<file path="src/rtl/debounce_pkg.sv">
// Shared types and defaults for the debounce filter.
package debounce_pkg;

  typedef enum logic [1:0] {
    ST_LOW     = 2'b00,
    ST_WAIT_HI = 2'b01,
    ST_HIGH    = 2'b11,
    ST_WAIT_LO = 2'b10
  } state_e;

  localparam int DEF_STABLE_CYCLES = 4;

endpackage

</file>
<file path="src/rtl/sync_2ff.sv">
// Two-flop synchroniser for a single asynchronous level, async active-high reset.
module sync_2ff (
  input  logic clk,
  input  logic reset,
  input  logic d,
  output logic q
);

  logic s1_q, s2_q;

  always_ff @(posedge clk or posedge reset) begin
    if (reset) begin
      s1_q <= 1'b0;
      s2_q <= 1'b0;
    end else begin
      s1_q <= d;
      s2_q <= s1_q;
    end
  end

  assign q = s2_q;

endmodule

</file>
<file path="src/rtl/debounce_filter.sv">
// Debounces a raw level into q with one-cycle rise/fall pulses.
// DEBOUNCE_SYNC_EN selects a two-flop synchroniser; otherwise a single input register.
module debounce_filter
  import debounce_pkg::*;
#(
  parameter int STABLE_CYCLES = DEF_STABLE_CYCLES
) (
  input  logic clk,
  input  logic reset,
  input  logic d_raw,
  output logic q,
  output logic rise,
  output logic fall,
  output logic busy
);

  localparam int CNT_W = $clog2(STABLE_CYCLES + 1);
  localparam logic [CNT_W-1:0] CNT_LAST = CNT_W'(STABLE_CYCLES - 1);
  localparam logic [CNT_W-1:0] CNT_ONE  = CNT_W'(1);

  logic d_s;

`ifdef DEBOUNCE_SYNC_EN
  sync_2ff u_sync (
    .clk   (clk),
    .reset (reset),
    .d     (d_raw),
    .q     (d_s)
  );
`else
  logic d_s_q;
  always_ff @(posedge clk or posedge reset) begin
    if (reset) d_s_q <= 1'b0;
    else       d_s_q <= d_raw;
  end
  assign d_s = d_s_q;
`endif

  state_e           state_q, state_d;
  logic [CNT_W-1:0] cnt_q, cnt_d;
  logic             q_q, q_d;
  logic             rise_q, rise_d;
  logic             fall_q, fall_d;

  // cnt holds the number of consecutive samples disagreeing with q
  always_comb begin
    state_d = state_q;
    cnt_d   = '0;
    q_d     = q_q;
    rise_d  = 1'b0;
    fall_d  = 1'b0;
    case (state_q)
      ST_LOW: begin
        if (d_s) begin
          state_d = ST_WAIT_HI;
          cnt_d   = CNT_ONE;
        end
      end
      ST_WAIT_HI: begin
        if (!d_s) begin
          state_d = ST_LOW;
        end else if (cnt_q == CNT_LAST) begin
          state_d = ST_HIGH;
          q_d     = 1'b1;
          rise_d  = 1'b1;
        end else begin
          cnt_d = cnt_q + CNT_ONE;
        end
      end
      ST_HIGH: begin
        if (!d_s) begin
          state_d = ST_WAIT_LO;
          cnt_d   = CNT_ONE;
        end
      end
      ST_WAIT_LO: begin
        if (d_s) begin
          state_d = ST_HIGH;
        end else if (cnt_q == CNT_LAST) begin
          state_d = ST_LOW;
          q_d     = 1'b0;
          fall_d  = 1'b1;
        end else begin
          cnt_d = cnt_q + CNT_ONE;
        end
      end
      default: begin
        state_d = ST_LOW;
        q_d     = 1'b0;
      end
    endcase
  end

  always_ff @(posedge clk or posedge reset) begin
    if (reset) begin
      state_q <= ST_LOW;
      cnt_q   <= '0;
      q_q     <= 1'b0;
      rise_q  <= 1'b0;
      fall_q  <= 1'b0;
    end else begin
      state_q <= state_d;
      cnt_q   <= cnt_d;
      q_q     <= q_d;
      rise_q  <= rise_d;
      fall_q  <= fall_d;
    end
  end

  assign q    = q_q;
  assign rise = rise_q;
  assign fall = fall_q;
  assign busy = (state_q == ST_WAIT_HI) || (state_q == ST_WAIT_LO);

endmodule

</file>
<file path="config.mk">
export PLATFORM = sky130hd
export DESIGN_NAME = debounce_filter
export DESIGN_NICKNAME = d
export VERILOG_FILES = /design/src/rtl/debounce_pkg.sv /design/src/rtl/sync_2ff.sv /design/src/rtl/debounce_filter.sv
export SDC_FILE = /design/constraint.sdc
export NUM_CORES = 1
export LEC_CHECK = 0
export ABC_CLOCK_PERIOD_IN_PS = 2000
export BUFFER_PORTS_ARGS = -buffer_cell sky130_fd_sc_hd__buf_4
export CAP_MARGIN = 10
export CORE_AREA = 2 2 39 41
export DETAILED_ROUTE_END_ITERATION = 7
export DIE_AREA = 0 0 41 43
export SLEW_MARGIN = 10
export SYNTH_ARGS = -nofsm -noshare
export SYNTH_HDL_FRONTEND = slang
export SYNTH_SLANG_ARGS = --single-unit
export TNS_END_PERCENT = 5
</file>
<file path="constraint.sdc">
create_clock -name clk -period 2 [get_ports clk]
set_clock_uncertainty 0.15 [all_clocks]
set_input_delay 0.4 -clock clk [delete_from_list [all_inputs] [get_ports clk]]
set_output_delay 0.4 -clock clk [all_outputs]
set_load 0.05 [all_outputs]
</file>
# [Yosys cells after proc, flatten, opt, wreduce, memory -nomap -nowiden]
# Cells that the tools add are included.
[totals] output_inout_bits=4 elab_cells=47 reg_bits=9 inputBits=3
[classes] n_addsub=1 muxes=23 eq_ne=12 n_reduce_logical=5
[ops] operator="2-bit two-way mux" count=6
[ops] operator="2-bit != test, second input constant" count=6
[ops] operator="3-bit one-hot mux with 4 select lines" count=1
[ops] operator="1-bit two-way mux" count=11
[ops] operator="3-bit two-way mux" count=3
[ops] operator="2-bit one-hot mux with 4 select lines" count=1
[ops] operator="3-bit != test, second input constant" count=2
[ops] operator="5-bit AND reduction" count=1
[ops] operator="2-bit == test, second input constant" count=2
[ops] operator="4-bit AND reduction" count=1
[ops] operator="3-bit by 1-bit adder with 3-bit output, second input constant" count=1
[ops] operator="3-bit by 2-bit == test with 1-bit output, second input constant" count=1
[ops] operator="2-bit by 1-bit == test with 1-bit output, second input constant" count=1
[ops] operator="2-bit zero test" count=1
[ops] operator="1-bit one-hot mux with 2 select lines" count=1
[ops] operator="2-bit nonzero test" count=1
[ops] operator="1-bit logical OR" count=1

# [Depth between registers and ports, before layout]
# Gate-level depths: netlist (run 1).
[depth] ltp_word=4 mapped_depth=5 mapped_depth_nobuf=5

# [Worst setup path before layout (run 1)]
# OpenSTA, ideal clock, no wires.
[synth_path] path_kind="register to register" from="register state_q[0]" to="register state_q[1]" path_buffers=0 path_stages_with_launch=6 setup_ps=125 setup_slack_ps=298 required_time_ps=1725 arrival_ps=1427 synth_period_minus_slack_ps=1702 path_cell_list="dfrtp_1 -> inv_1 -> ha_1 -> a21oi_1 -> nor2_1 -> mux2_4"
[synth_between] elab_chain_len=3 word_cells_on_any_way=10 cone_classes="7 x eq/ne; 1 x mux; 2 x reduce/logical"
[synth_rtl] item="from (decl)" line_no="debounce_filter.sv:39" text="state_e state_q, state_d;"
[synth_rtl] item="from (signal assigned)" line_no="debounce_filter.sv:102" text="state_q <= state_d;"
[synth_rtl] item="2-bit by 1-bit == test with 1-bit output, or another cell as far along" line_no="debounce_filter.sv:52" text="case (state_q)"
[synth_rtl] item="3-bit != test (no line) / 2-bit != test (equally long branches)"
[synth_rtl] item="4-bit AND reduction (no line)"
# Several ways; a longest one is shown, not always the timed one.
# A chain may end at the register's enable or synchronous reset.

# [Worst setup path after layout (run 1)]
[layout_path] from="register state_q[1]" to="output busy"
[layout_between] elab_chain_len=2 word_cells_on_any_way=3 cone_classes="2 x eq/ne; 1 x reduce/logical"
[layout_rtl] item="2-bit by 1-bit == test with 1-bit output / 2-bit == test (equally long branches)" line_no="debounce_filter.sv:113" text="assign busy = (state_q == ST_WAIT_HI) || (state_q == ST_WAIT_LO);"
[layout_rtl] item="1-bit logical OR (*)" line_no="debounce_filter.sv:113"
[layout_rtl] item="to (decl)" line_no="debounce_filter.sv:14" text="output logic busy"
# Every way passes the cells marked *; elsewhere a longest branch is shown, timed or not.

==> results.md, run 1 <==
* Die Span Y at approximately 43 µm
* Max Cap Viol at 0
* Status: finished clean
* Crit path capture type: output pin
* Num Clock Sinks at 9
* H-tree depth at 1
* Antenna violations before repair at 0
* Total wire length at 799 µm
* Top cell type's share of synthesized area at ~45%
* Worst Hold Endpoint: d_s
* Global-route wire length before repair at 1430 µm
* Share of power burned in combinational logic at between 50% and 60%
* Die area at between 1500 and 2000 µm²
* Worst EP arrival at 1300 ps
* Clk_lat worst skew at 270 ps
* CP max stage cell: dfrtp_1
* TritonCTS Buffers at 3
* Ant. Diodes at 0
* EDFF count, synth at 0
* Synth Net Count at 53
* Reg power frac at a little under 30%
* Hold Path Origin: d_raw
* Synth-to-Final Area Change at 18.1%
* Clk buf depth at 2
* Mapped Area at about 500 µm²
* Ys Warns at 0
* RSZ-0062 raised after global routing: no
* Vias in the first global route at about 340
* Sequential-to-total area share from yosys stat at between 40% and 50%
* Reg-to-Reg End: state_q[1]
* Cells after Synth at 44
* Yosys cell types at 21
* Nets at 64
* Final Setup Violations at 0
* Reg2reg start: state_q[0]
* GR Overflow Total at 0
* Biggest area consumer among synthesized cells: dfrtp_1
* Main synth FF type: dfrtp_1
* Worst Hold Class: input pin to register
* Async SR Flop Fraction at 100%
* Root buf cell: clkbuf_4
* I/O pin count at 7
* Setup TNS at 0 ps
* Die width at between 40 and 50 µm
* Period utilization at just over 90%
* Pleak at around 0.3 nW
* # DRC at 0
* Post-detail-place hpwl at roughly 580 µm
* Synth area leaders: dfrtp_1, ha_1, inv_1
* Fin crit period at ~1800 ps
* CP max FO at 4
* Switching share of power at a little over two fifths
* Cell Count Post-Placement at 65
* Drt wl/cell at around 11 µm
* Post-CTS setup buffer count at 0
* CP required at 1450 ps
* Reg2Reg Depth at 5
* Non-filler cells, final at 70
* Final Hold Vio Count at 0
* Power, Total at 0.897 mW
* Cell area power density at approximately 1500 nW/µm²
* Post-synthesis register bit count at 9
* Top delay family on crit path: flip-flops
* Max_slew headroom at 76.5%
* Post_cts resized at 0
* Reg2reg setup slack at around 340 ps
* Total GRT Usage at 12.5%
* CP bufs+invs at 2
* Clock network fraction of total power at 16.4%
* TritonCTS clock tree: yes
* Hold depth at 1
* Avg Cell Area, Syn at around 11 µm²
* IO Port Bufs at 6
* DRT iter0 DRCs at 8
* Peak supply drop at about 0.78 mV
* Peak Freq at about 540 MHz
* Antenna Nets Post-Route at 0
* Total number of vias at approximately 360
* Int Power at ~0.50 mW
* Largest net degree at the start of global routing at 10
* Sw power at around 0.39 mW
* First-pass detailed-route iteration total at 4
* CP cell instances: inv_1 -> ha_1 -> buf_4
* Core box area at roughly 1400 µm²
* Std-Cell Rows at 14
* Vias per cell at 5.09
* Setup CP Type: register to output pin
* Initial Utilization at between 30 and 40%
* WHS at approximately 84 ps
* Reg clk slew, reported paths at approximately 60 ps
* Finished Core Util at a little over two fifths
* Slowest stage delay, CP at 400 ps
* Placer Congestion at 0.723
* Layout cells sized above 1 at about 24%
* Fill cells at 141
* Max-slew violations at 0
* Least-Margin Pin Slew at around 350 ps
* Crit start category: register
-- state kept, by name (all words and copies together), names as in the netlist --
signal   count
rise         1
fall         1
d_s          1
q            1
cnt_q        3
state_q      2
-- routing by layer --
metal | routed length (µm) | vias to the layer above | GRT usage, %
li1 | - | 171 | -
met1 | 362 | 170 | 14.5
met2 | 358 | 10 | 17.5
met3 | 42 | 5 | 4.71
met4 | 35 | 0 | 10.0
met5 | 0 | - | 0
-- kinds of logic after synthesis --
group,synth area share (%)
compound gates,12.3
mux,7.81
buf+inv,6.80
flops,45.3
simple gates,12.6
fa+ha+maj,15.1
-- worst max path at each step --
stage	startpoint	endpoint	slack (ps)	cells after the start
3_5_place_dp	state_q[0]	state_q[1]	340	5
5_1_grt	state_q[1]	busy	80	3
4_1_cts	state_q[1]	busy	150	3
3_3_place_gp	state_q[0]	state_q[1]	330	5
6_report	state_q[1]	busy	150	3
2_1_floorplan	state_q[0]	state_q[1]	300	5
-- metrics by stage --
| step | worst slack (ps) | cell area [µm²] |
|---|---|---|
| after floorplan | 298 | 497 |
| after global placement | 333 | 551 |
| after detailed placement | 344 | 551 |
| after CTS | 151 | 587 |
| after global routing | 81.9 | 587 |
| final | 153 | 587 |
-- power by group through the flow --
stage	sequential (mW)	clock, mW	combinational (mW)
after floorplan	0.295	0	0.363
after global placement	0.268	0	0.485
after detailed placement	0.269	0	0.484
after CTS	0.266	0.148	0.488
after global routing	0.272	0.159	0.529
final	0.265	0.147	0.485
-- synth_stat cells, drive strengths merged, types with 2 or more instances --
cell type,n
a21oi,2
dfrtp,9
ha,6
inv,6
mux2i,2
nor2,4
nor4b,2
o21ai,2
-- worst reg2reg max path, cell delays in order (launching register included) --
cell and delay [ps]:
dfrtp_1 370, inv_1 90, ha_1 250, mux2i_2 290, o21ai_2 100, mux2_4 300
-- final cells by class --
class / instances / area, µm² / share of cell area (%)
Multi-Input combinational cell: 28 / 238 / 40.5
Sequential cell: 9 / 225 / 38.4
Timing Repair Buffer: 7 / 55.1 / 9.38
Clock buffer: 4 / 26.3 / 4.48
Inverter: 6 / 22.5 / 3.84
Tap cell: 16 / 20.0 / 3.41
-- placed cells by master (no fill, tap or decap) --
cell type	synthesis	layout
inv_1	6	6
or3_1	1	1
a21oi_1	2	2
o21ai_1	1	1
nor4b_1	2	2
nor2_1	4	4
and2b_1	1	1
nand3_1	1	1
ha_1	6	6
nor3_1	1	1
o41ai_1	1	1
mux2i_1	1	1
clkbuf_4	0	3
o21ai_2	1	1
dlygate4sd3_1	0	1
mux2i_2	1	1
clkbuf_1	0	1
o32ai_1	1	1
mux2_4	1	1
a22oi_2	1	1
dfrtp_1	9	9
a211oi_1	1	1
buf_4	0	6
nand2b_1	1	1
-- timing repair --
action                                  CTS  global route
hold buffers                              1             0
endpoints found under the setup margin    0             0
hold endpoints to repair                  9             0
Power figures use the tool's default switching activity.
==> inputs of run 2 (changes only) <==
- CORE_AREA: 2 2 39 41 -> 3 3 40 42
- DIE_AREA: 0 0 41 43 -> 0 0 43 45
==> results.md, run 2 (same netlist as run 1, synthesis figures left out) <==
* Layout cells sized above 1 at between 20 and 25%
* GR Overflow Total at 0
* H-tree depth at 1
* First-pass detailed-route iteration total at 2
* Least-Margin Pin Slew at 339 ps
* Reg2reg start: state_q[1]
* Reg2reg setup slack at ~350 ps
* Peak Freq at around 540 MHz
* Antenna violations before repair at 0
* Antenna Nets Post-Route at 0
* Die Span Y at 45 µm
* Global-route wire length before repair at roughly 1400 µm
* Reg clk slew, reported paths at roughly 60 ps
* Final Hold Vio Count at 0
* DRT iter0 DRCs at 3
* TritonCTS Buffers at 3
* Die area at between 1500 and 2000 µm²
* Post_cts resized at 0
* Commonest non-fill, non-tap cell in the layout: dfrtp_1
* Post-CTS setup buffer count at 0
* Highest-count cells in the layout ignoring fill and taps: dfrtp_1, inv_1, ha_1, buf_4, nor2_1
* Period utilization at 92.1%
* Clk buf depth at 2
* Final WS setup at 159 ps
* Status: finished clean
* IO Port Bufs at 6
* TritonCTS clock tree: yes
* Die width at between 40 and 50 µm
* Final Setup Violations at 0
* Nets at between 60 and 70
* Worst slack at placement at around 350 ps
* Max reg flops at 3
* Vias per cell at about 4.9
* RSZ-0062 raised after global routing: no
* I/O pin count at 7
* Peak supply drop at between 0.6 and 0.7 mV
* Worst EP arrival at about 1300 ps
* Max-slew violations at 0
* Total wire length at around 800 µm
* Fill cells at ~120
* Max_slew headroom at between 70% and 80%
* Crit path capture type: output pin
* CP required at ~1500 ps
* Worst Hold Endpoint: d_s
* Cell area power density at ~1500 nW/µm²
* Largest registers: cnt_q (3), state_q (2)
* Synth-to-Final Area Change at 17.9%
* Placer Congestion at between 0.7 and 0.8
* Drt wl/cell at ~11 µm
* Pleak at 0.298 nW
* Largest net degree at the start of global routing at 10
* Ant. Diodes at 0
* # DRC at 0
* Vias in the first global route at 349
* Num Clock Sinks at 9
* Setup CP Type: register to output pin
* Final instance area at between 500 and 600 µm²
* Post-detail-place hpwl at between 500 and 600 µm
* Dpl cell area at between 500 and 600 µm²
* Largest Register: cnt_q
* Hold depth at 1
* Fin crit period at around 1800 ps
* Root buf cell: clkbuf_4
* Core box area at ~1300 µm²
* Std-Cell Rows at 13
* Setup TNS at 0 ps
* Total number of vias at around 340
* CP max FO at 4
* Crit start category: register
* Reg2Reg Depth at 5
* Max Cap Viol at 0
* Hold Path Origin: d_raw
* Clk_lat worst skew at between 200 and 300 ps
* Worst Hold Class: input pin to register
* Initial Utilization at approximately two fifths
* Reg-to-Reg End: state_q[1]
* Total GRT Usage at about a tenth
## run 2: cell counts in the layout (fill, tap and decap cells not counted)
Identical to the previous run, type by type.
## run 2: critical path, stage by stage (launching register included)
cell	delay [ps]
dfrtp_1	400
inv_1	100
ha_1	320
buf_4	200
## run 2: repair_timing
| action | 4_1_cts | 5_1_grt |
|---|---|---|
| hold buffers | 1 | 0 |
| endpoints found under the setup margin | 0 | 0 |
| endpoints found under the hold margin | 9 | 0 |
## run 2: report_power, final
group	leakage, nW	switching (mW)	internal (mW)
clock network	0.0150	0.0664	0.0771
registers	0.116	0.0326	0.232
logic	0.168	0.285	0.194
total	0.298	0.384	0.503
## run 2: through the flow
step | hold slack [ps] | cells | power (mW) | utilization, %
after floorplan | 77.9 | 44 | 0.658 | -
after global placement | 235 | 64 | 0.752 | 42.7
after detailed placement | 236 | 64 | 0.750 | 42.7
after CTS | 85.6 | 69 | 0.897 | 45.6
after global routing | 79.9 | 69 | 0.963 | 45.6
final | 92.1 | 69 | 0.886 | 45.6
## run 2: final cells by class
class	count	area [µm²]	share of cell area, %
Timing Repair Buffer	7	55.1	9.40
Inverter	6	22.5	3.85
Tap cell	15	18.8	3.21
Sequential cell	9	225	38.5
Multi-Input combinational cell	28	238	40.6
Clock buffer	4	26.3	4.49
## run 2: how the worst max path moves through the flow
stage | from | end | slack, ps | depth (start not counted)
final | state_q[1] | busy | 160 | 3
after global routing | state_q[1] | busy | 50 | 3
after CTS | state_q[1] | busy | 150 | 3
after detailed placement | state_q[0] | state_q[1] | 350 | 5
after global placement | state_q[1] | state_q[1] | 360 | 5
after floorplan | state_q[0] | state_q[1] | 300 | 5
## run 2: layer usage
layer  global-route usage (%)  share of wire (%)
met1                     10.8                 44
met2                     17.7                 49
met3                     3.59                4.3
met4                     9.04                3.4
met5                        0                  0
